--- config.mk ---
export PLATFORM = sky130hd
export DESIGN_NAME = tt6581_pdm_decim
export DESIGN_NICKNAME = d
export VERILOG_FILES = /design/src/rtl/tt6581_pdm_pkg.sv /design/src/rtl/tt6581_cic_ch.sv /design/src/rtl/tt6581_pdm_decim.sv
export SDC_FILE = /design/constraint.sdc
export NUM_CORES = 1
export LEC_CHECK = 0
export CORE_MARGIN = 3
export CORE_UTILIZATION = 45
export DETAILED_ROUTE_END_ITERATION = 10
export DONT_BUFFER_PORTS = 1
export PLACE_DENSITY = 0.59
export RECOVER_POWER = 100
export SLEW_MARGIN = 0
export SYNTH_ARGS = -nofsm -noshare
export SYNTH_HDL_FRONTEND = slang
export SYNTH_SLANG_ARGS = --single-unit
--- constraint.sdc ---
create_clock -name clk_i -period 11.7 [get_ports clk_i]
set_input_delay 1.17 -clock clk_i [delete_from_list [all_inputs] [get_ports clk_i]]
set_output_delay 1.17 -clock clk_i [all_outputs]
set_load 0.02 [all_outputs]
--- src/rtl/tt6581_pdm_pkg.sv ---
// rtl/tt6581_pdm_pkg.sv - shared constants and helpers for the PDM CIC decimator
package tt6581_pdm_pkg;

    localparam int NUM_CH_MAX = 8;
    localparam int ORDER_MIN  = 1;
    localparam int ORDER_MAX  = 4;
    localparam int DECIM_MIN  = 4;
    localparam int DECIM_MAX  = 1024;
    localparam int OUT_W_MIN  = 8;
    localparam int OUT_W_MAX  = 32;

    localparam logic signed [1:0] PDM_POS = 2'sb01;
    localparam logic signed [1:0] PDM_NEG = 2'sb11;

    // Bit growth of an ORDER-stage CIC at ratio DECIM, plus the 2-bit input.
    function automatic int cic_acc_w(input int order, input int decim);
        return order * $clog2(decim) + 2;
    endfunction

endpackage

--- src/rtl/tt6581_cic_ch.sv ---
// rtl/tt6581_cic_ch.sv - one CIC decimator channel: integrators, combs, output scaling
module tt6581_cic_ch
    import tt6581_pdm_pkg::*;
#(
    parameter int ORDER = 3,
    parameter int DECIM = 64,
    parameter int OUT_W = 16
) (
    input  logic             clk_i,
    input  logic             rst_ni,
    input  logic             clr,
    input  logic             dec_stb,
    input  logic             pdm_i,
    output logic [OUT_W-1:0] sample_o
);

    localparam int ACC_W = cic_acc_w(ORDER, DECIM);

    logic signed [ACC_W-1:0] integ_q [ORDER];
    logic signed [ACC_W-1:0] integ_d [ORDER];
    logic signed [ACC_W-1:0] dly_q   [ORDER];
    logic signed [ACC_W-1:0] dly_d   [ORDER];
    logic signed [ACC_W-1:0] comb_v  [ORDER];
    logic signed [1:0]       in_val;
    logic signed [ACC_W-1:0] comb_out;

    // The comb chain reads the integrator's next value so the result includes
    // the input bit of the strobe cycle itself.
    always_comb begin
        in_val     = pdm_i ? PDM_POS : PDM_NEG;
        integ_d[0] = integ_q[0] + ACC_W'(in_val);
        for (int i = 1; i < ORDER; i++) begin
            integ_d[i] = integ_q[i] + integ_d[i-1];
        end
        comb_v[0] = integ_d[ORDER-1] - dly_q[0];
        dly_d[0]  = dec_stb ? integ_d[ORDER-1] : dly_q[0];
        for (int j = 1; j < ORDER; j++) begin
            comb_v[j] = comb_v[j-1] - dly_q[j];
            dly_d[j]  = dec_stb ? comb_v[j-1] : dly_q[j];
        end
        if (clr) begin
            for (int i = 0; i < ORDER; i++) begin
                integ_d[i] = '0;
                dly_d[i]   = '0;
            end
        end
        comb_out = comb_v[ORDER-1];
    end

    always_ff @(posedge clk_i or negedge rst_ni) begin
        if (!rst_ni) begin
            for (int i = 0; i < ORDER; i++) begin
                integ_q[i] <= '0;
                dly_q[i]   <= '0;
            end
        end else begin
            for (int i = 0; i < ORDER; i++) begin
                integ_q[i] <= integ_d[i];
                dly_q[i]   <= dly_d[i];
            end
        end
    end

    if (ACC_W > OUT_W) begin : g_trunc
        logic unused_lsb;
        assign sample_o   = comb_out[ACC_W-1 -: OUT_W];
        assign unused_lsb = ^comb_out[ACC_W-OUT_W-1:0];
    end else begin : g_ext
        assign sample_o = OUT_W'(comb_out);
    end

endmodule

--- src/rtl/tt6581_pdm_decim.sv ---
// rtl/tt6581_pdm_decim.sv - multi-channel PDM to PCM CIC decimator with valid/ready output
module tt6581_pdm_decim
    import tt6581_pdm_pkg::*;
#(
    parameter int NUM_CH = 1,
    parameter int ORDER  = 3,
    parameter int DECIM  = 64,
    parameter int OUT_W  = 16
) (
    input  logic                    clk_i,
    input  logic                    rst_ni,
    input  logic                    en_i,
    input  logic [NUM_CH-1:0]       pdm_i,
    output logic [NUM_CH*OUT_W-1:0] sample_o,
    output logic                    valid_o,
    input  logic                    ready_i,
    output logic                    overrun_o,
    input  logic                    clr_ovr_i
);

    localparam int CNT_W  = $clog2(DECIM);
    localparam int WARM_W = $clog2(ORDER + 1);

    logic [CNT_W-1:0]        cnt_q, cnt_d;
    logic [WARM_W-1:0]       warm_q, warm_d;
    logic [NUM_CH*OUT_W-1:0] sample_q, sample_d;
    logic                    valid_q, valid_d;
    logic                    overrun_q, overrun_d;
    logic [NUM_CH*OUT_W-1:0] ch_sample;
    logic                    dec_stb;
    logic                    clr;
    logic                    new_res;
    logic                    drop;

    assign clr     = ~en_i;
    assign dec_stb = en_i && (cnt_q == CNT_W'(DECIM - 1));

    for (genvar k = 0; k < NUM_CH; k++) begin : g_ch
        tt6581_cic_ch #(
            .ORDER (ORDER),
            .DECIM (DECIM),
            .OUT_W (OUT_W)
        ) u_ch (
            .clk_i    (clk_i),
            .rst_ni   (rst_ni),
            .clr      (clr),
            .dec_stb  (dec_stb),
            .pdm_i    (pdm_i[k]),
            .sample_o (ch_sample[k*OUT_W +: OUT_W])
        );
    end

    always_comb begin
        cnt_d     = cnt_q + CNT_W'(1);
        warm_d    = warm_q;
        sample_d  = sample_q;
        valid_d   = valid_q;
        overrun_d = overrun_q;
        new_res   = 1'b0;
        drop      = 1'b0;

        // The first ORDER results still carry start-up transient; swallow them.
        if (dec_stb) begin
            if (warm_q != WARM_W'(ORDER)) begin
                warm_d = warm_q + WARM_W'(1);
            end else begin
                new_res = 1'b1;
            end
        end

        if (valid_q && ready_i) begin
            valid_d = 1'b0;
        end
        if (new_res) begin
            if (valid_q && !ready_i) begin
                drop = 1'b1;
            end else begin
                sample_d = ch_sample;
                valid_d  = 1'b1;
            end
        end

        if (clr_ovr_i) begin
            overrun_d = 1'b0;
        end
        if (drop) begin
            overrun_d = 1'b1;
        end

        if (!en_i) begin
            cnt_d    = '0;
            warm_d   = '0;
            sample_d = '0;
            valid_d  = 1'b0;
        end
    end

    always_ff @(posedge clk_i or negedge rst_ni) begin
        if (!rst_ni) begin
            cnt_q     <= '0;
            warm_q    <= '0;
            sample_q  <= '0;
            valid_q   <= 1'b0;
            overrun_q <= 1'b0;
        end else begin
            cnt_q     <= cnt_d;
            warm_q    <= warm_d;
            sample_q  <= sample_d;
            valid_q   <= valid_d;
            overrun_q <= overrun_d;
        end
    end

    assign sample_o  = sample_q;
    assign valid_o   = valid_q;
    assign overrun_o = overrun_q;

endmodule

==> run_summary.xml <==
<?xml version="1.0" encoding="UTF-8"?>
<metrics>
  <group name="clocking">
    <metric name="cts_sinks" unit="">146</metric>
    <metric name="post_cts.resized_instances" unit="">0</metric>
    <metric name="cts-root-to-sink-buffers" unit="">2</metric>
    <metric name="tritoncts" unit="">yes</metric>
    <metric name="cts-buffers-inserted" unit="">17</metric>
    <metric name="postCtsHoldBufs" unit="">0</metric>
    <metric name="cts.root.buffer_cell" unit="">sky130_fd_sc_hd__clkbuf_16</metric>
    <metric name="cts.clk_slew.worst_paths" unit="ns">0.07</metric>
    <metric name="h-tree-depth" unit="">4</metric>
    <metric name="insertion_delay" unit="ns">0.43</metric>
    <metric name="cts_setup_buffers" unit="">0</metric>
  </group>
  <group name="timing">
    <metric name="setup_total_negative_slack" unit="ns">0</metric>
    <metric name="setup_viol" unit="">0</metric>
    <metric name="maxSlewViolCount" unit="">82</metric>
    <metric name="clock_skew" unit="ns">0.0129</metric>
    <metric name="max-slew-margin-rel" unit="%">-175</metric>
    <metric name="rsz0062_at_grt" unit="">no</metric>
    <metric name="worst-slew-pin-transition" unit="ns">4.12</metric>
    <metric name="achievable-frequency" unit="GHz">0.105</metric>
    <metric name="layout_worst_path_cycle_share" unit="%">81.3</metric>
    <metric name="finalHoldViolCount" unit="">0</metric>
    <metric name="final_critical_path_required_period" unit="ns">9.51</metric>
  </group>
  <group name="synth">
    <metric name="async_reset_ff_share" unit="%">100</metric>
    <metric name="yosysWarningCount" unit="">0</metric>
    <metric name="seq_total_area_yosys" unit="%">35.2</metric>
    <metric name="post_synth_inst_count" unit="">1194</metric>
    <metric name="syn-num-nets" unit="">1324</metric>
    <metric name="edff_count_synth" unit="">0</metric>
    <metric name="postSynthAreaPerCell" unit="um^2">8.69</metric>
    <metric name="synth-main-ff-cell" unit="">sky130_fd_sc_hd__dfrtp_1</metric>
    <metric name="postSynthRegisterBits" unit="">146</metric>
    <metric name="synth_cell_types" unit="">64</metric>
    <metric name="post_synthesis_instance_area" unit="um^2">10400</metric>
  </group>
  <group name="setup_path">
    <metric name="cp_slowest_cell" unit="">sky130_fd_sc_hd__inv_1</metric>
    <metric name="crit_path_max_incr_delay" unit="ns">0.49</metric>
    <metric name="critical_path.startpoint_type" unit="">input port</metric>
    <metric name="critPathMostFrequentCell" unit="">sky130_fd_sc_hd__ha_1</metric>
    <metric name="critical_path_class" unit="">in2reg</metric>
    <metric name="path_max_fanout" unit="">18</metric>
    <metric name="endpoint_kind" unit="">flip-flop</metric>
    <metric name="arrival" unit="ns">9.81</metric>
    <metric name="worst_r2r_setup_slack" unit="ns">2.78</metric>
    <metric name="timing.critical_path.required" unit="ns">12.00</metric>
  </group>
  <group name="global_route">
    <metric name="grt_antenna_before_repair" unit="">0</metric>
    <metric name="grt_first_pass_wirelength" unit="um">37300</metric>
    <metric name="track_usage" unit="%">18.3</metric>
    <metric name="first_global_vias" unit="">7814</metric>
    <metric name="globalRouteOverflowTotal" unit="">0</metric>
    <metric name="grt_start_max_net_pins" unit="">147</metric>
  </group>
  <group name="route">
    <metric name="drt.antenna.violating_nets" unit="">0</metric>
    <metric name="detail_route.drc_violations" unit="">0</metric>
    <metric name="drt_pre_antenna_iters" unit="">4</metric>
    <metric name="vias" unit="">7993</metric>
    <metric name="wirelength_per_cell" unit="um">14.5</metric>
    <metric name="via_per_inst" unit="">5.41</metric>
    <metric name="initialDrtViolationCount" unit="">443</metric>
    <metric name="detail_route.wirelength" unit="um">21400</metric>
  </group>
  <group name="layout">
    <metric name="area.sequential" unit="um^2">3650</metric>
    <metric name="n_antenna_cell" unit="">0</metric>
    <metric name="finish.net_count" unit="">1314</metric>
    <metric name="area_growth_syn_to_layout" unit="%">7.52</metric>
    <metric name="multi_input_comb_area" unit="um^2">6170</metric>
    <metric name="drive_gt1_share" unit="%">3.76</metric>
    <metric name="final_design_area_no_fill" unit="um^2">11200</metric>
    <metric name="fillerInstances" unit="">2109</metric>
  </group>
  <group name="placement">
    <metric name="placed_cell_area" unit="um^2">10600</metric>
    <metric name="gp_congestion" unit="">0.801</metric>
    <metric name="numPortBuffers" unit="">0</metric>
    <metric name="place.detailed.hpwl" unit="um">14700</metric>
  </group>
  <group name="hold_path">
    <metric name="tightest_hold_check_type" unit="">in2async</metric>
  </group>
  <group name="floorplan">
    <metric name="fp.dieH" unit="um">158</metric>
    <metric name="rows" unit="">54</metric>
    <metric name="top_level_pins" unit="">24</metric>
    <metric name="die-width" unit="um">158</metric>
    <metric name="initial_core_util" unit="%">46.7</metric>
    <metric name="die_area" unit="um^2">24900</metric>
    <metric name="core-area" unit="um^2">22200</metric>
  </group>
  <group name="run">
    <metric name="drv_cap" unit="">1</metric>
  </group>
  <group name="run_status">
    <metric name="status" unit="">finished, violations left</metric>
    <metric name="failed_checks" unit="">capacitance limit, slew limit</metric>
  </group>
</metrics>
-- metal layers --
metal	GRT usage, %	vias up	share of wire (%)
met2	28.4	65	44
met3	3.47	20	2.4
met5	0	-	0
met1	26.1	3780	53
met4	4.92	0	1.1
li1	-	4128	-
-- path summary, 6_finish.rpt --
kind | cells after the start | start | endpoint
worst max-delay path | 39 | pdm_i | sample_o[15]$_DFFE_PN0P_
worst min-delay path | 0 | rst_ni | sample_o[7]$_DFFE_PN0P_
worst max register to register | 38 | g_ch[0].u_ch.integ_q[40]$_DFF_PN0_ | sample_o[15]$_DFFE_PN0P_
worst min register to register | 1 | cnt_q[0]$_DFF_PN0_ | cnt_q[0]$_DFF_PN0_
max in group asynchronous | 0 | rst_ni | g_ch[0].u_ch.integ_q[52]$_DFF_PN0_
min in group clk_i | 1 | cnt_q[0]$_DFF_PN0_ | cnt_q[0]$_DFF_PN0_
-- final cells by class --
class                           instances  share of cell area (%)
Tap cell                              280                    3.14
Inverter                               98                    3.30
Timing Repair Buffer                    4                   0.235
Clock inverter                         13                    1.35
Clock buffer                           19                    3.97
Sequential cell                       146                    32.7
Multi-Input combinational cell        917                    55.3
-- synth_stat cells (3+ instances only) --
cell type                   instances  share of area, %
sky130_fd_sc_hd__o21ai_1            3              0.14
sky130_fd_sc_hd__o41ai_1            5              0.42
sky130_fd_sc_hd__nand4_1           10              0.60
sky130_fd_sc_hd__o21bai_1           5              0.36
sky130_fd_sc_hd__ha_1             119                14
sky130_fd_sc_hd__o21a_1            25               1.8
sky130_fd_sc_hd__a21oi_1          102               4.9
sky130_fd_sc_hd__or3_1              6              0.36
sky130_fd_sc_hd__xor2_1            25               2.1
sky130_fd_sc_hd__buf_1              6              0.22
sky130_fd_sc_hd__o31a_1             4              0.34
sky130_fd_sc_hd__nor4_1             3              0.18
sky130_fd_sc_hd__and3_1             4              0.24
sky130_fd_sc_hd__o2111ai_1          3              0.25
sky130_fd_sc_hd__a211oi_1          12              0.87
sky130_fd_sc_hd__nor3_1            26               1.3
sky130_fd_sc_hd__dfrtp_1          146                35
sky130_fd_sc_hd__o211a_1            3              0.29
sky130_fd_sc_hd__fa_1               5              0.96
sky130_fd_sc_hd__o211ai_1           7              0.51
sky130_fd_sc_hd__nand2_1          140               5.1
sky130_fd_sc_hd__clkbuf_1          26              0.94
sky130_fd_sc_hd__a21boi_0          11              0.80
sky130_fd_sc_hd__or4_1              5              0.36
sky130_fd_sc_hd__nand3_1           27               1.3
sky130_fd_sc_hd__o21ai_0           65               3.1
sky130_fd_sc_hd__nor2_1            91               3.3
sky130_fd_sc_hd__nand2b_1          13              0.78
sky130_fd_sc_hd__a21o_1            23               1.7
sky130_fd_sc_hd__and2_1            49               3.0
sky130_fd_sc_hd__a31o_2             3              0.25
sky130_fd_sc_hd__inv_1             97               3.5
sky130_fd_sc_hd__nor2b_1           14              0.84
sky130_fd_sc_hd__a31oi_1           12              0.72
sky130_fd_sc_hd__xnor2_1           62               5.2
sky130_fd_sc_hd__o31ai_1            4              0.29
-- flip-flops by register name (all words and copies together) (netlist names) --
| name | cells |
|---|---|
| g_ch.u_ch.dly_q | 60 |
| g_ch.u_ch.integ_q | 60 |
| sample_o | 16 |
| cnt_q | 6 |
| warm_q | 2 |
| overrun_o | 1 |
| valid_o | 1 |
-- per-stage QoR --
stage / worst slack, ns / utilization [%] / instances / hold WS (ns)
floorplan: 3.16 / - / 1194 / 0.425
global placement: 1.80 / 47.7 / 1445 / 0.449
detailed placement: 1.82 / 47.7 / 1445 / 0.452
CTS: 2.25 / 50.4 / 1477 / 0.400
global route: 1.35 / 50.2 / 1477 / 0.394
finish: 2.19 / 50.2 / 1477 / 0.424
-- worst max-delay path: cells and delay by family --
family,cells,cell delay (ns)
compound gates,17,3.76
simple gates,8,1.40
fa+ha+maj,6,1.89
xor+xnor,6,1.08
buf+inv,2,0.54
-- placed cells by master (no fill, tap or decap), types with 11 or more instances in the layout --
master | synthesis | final
sky130_fd_sc_hd__a21o_1 | 23 | 23
sky130_fd_sc_hd__clkbuf_16 | 0 | 17
sky130_fd_sc_hd__nor2b_1 | 14 | 14
sky130_fd_sc_hd__ha_1 | 119 | 119
sky130_fd_sc_hd__inv_1 | 97 | 98
sky130_fd_sc_hd__a21boi_0 | 11 | 11
sky130_fd_sc_hd__and2_0 | 0 | 33
sky130_fd_sc_hd__a21oi_1 | 102 | 103
sky130_fd_sc_hd__o21ai_0 | 65 | 68
sky130_fd_sc_hd__nand2b_1 | 13 | 13
sky130_fd_sc_hd__xor2_1 | 25 | 25
sky130_fd_sc_hd__nor2_1 | 91 | 91
sky130_fd_sc_hd__xnor2_1 | 62 | 63
sky130_fd_sc_hd__nand2_1 | 140 | 140
sky130_fd_sc_hd__and2_1 | 49 | 16
sky130_fd_sc_hd__a211oi_1 | 12 | 13
sky130_fd_sc_hd__o21a_1 | 25 | 25
sky130_fd_sc_hd__nand3_1 | 27 | 26
sky130_fd_sc_hd__a31oi_1 | 12 | 12
sky130_fd_sc_hd__nor3_1 | 26 | 26
sky130_fd_sc_hd__dfrtp_1 | 146 | 146
-- cell families (layout without fill, tap and decap cells) --
logic type      Yosys count  in the layout  share of synthesized area (%)
simple gates            397            397                           18.0
compound gates          305            305                           18.6
flops                   146            146                           35.2
buf+inv                 131            134                           5.01
fa+ha+maj               124            124                           15.3
xor+xnor                 89             89                           7.73
mux                       2              2                          0.193
Power is not shown: default switching activity piles up to over one toggle a cycle in this logic, so the estimate is an artifact.
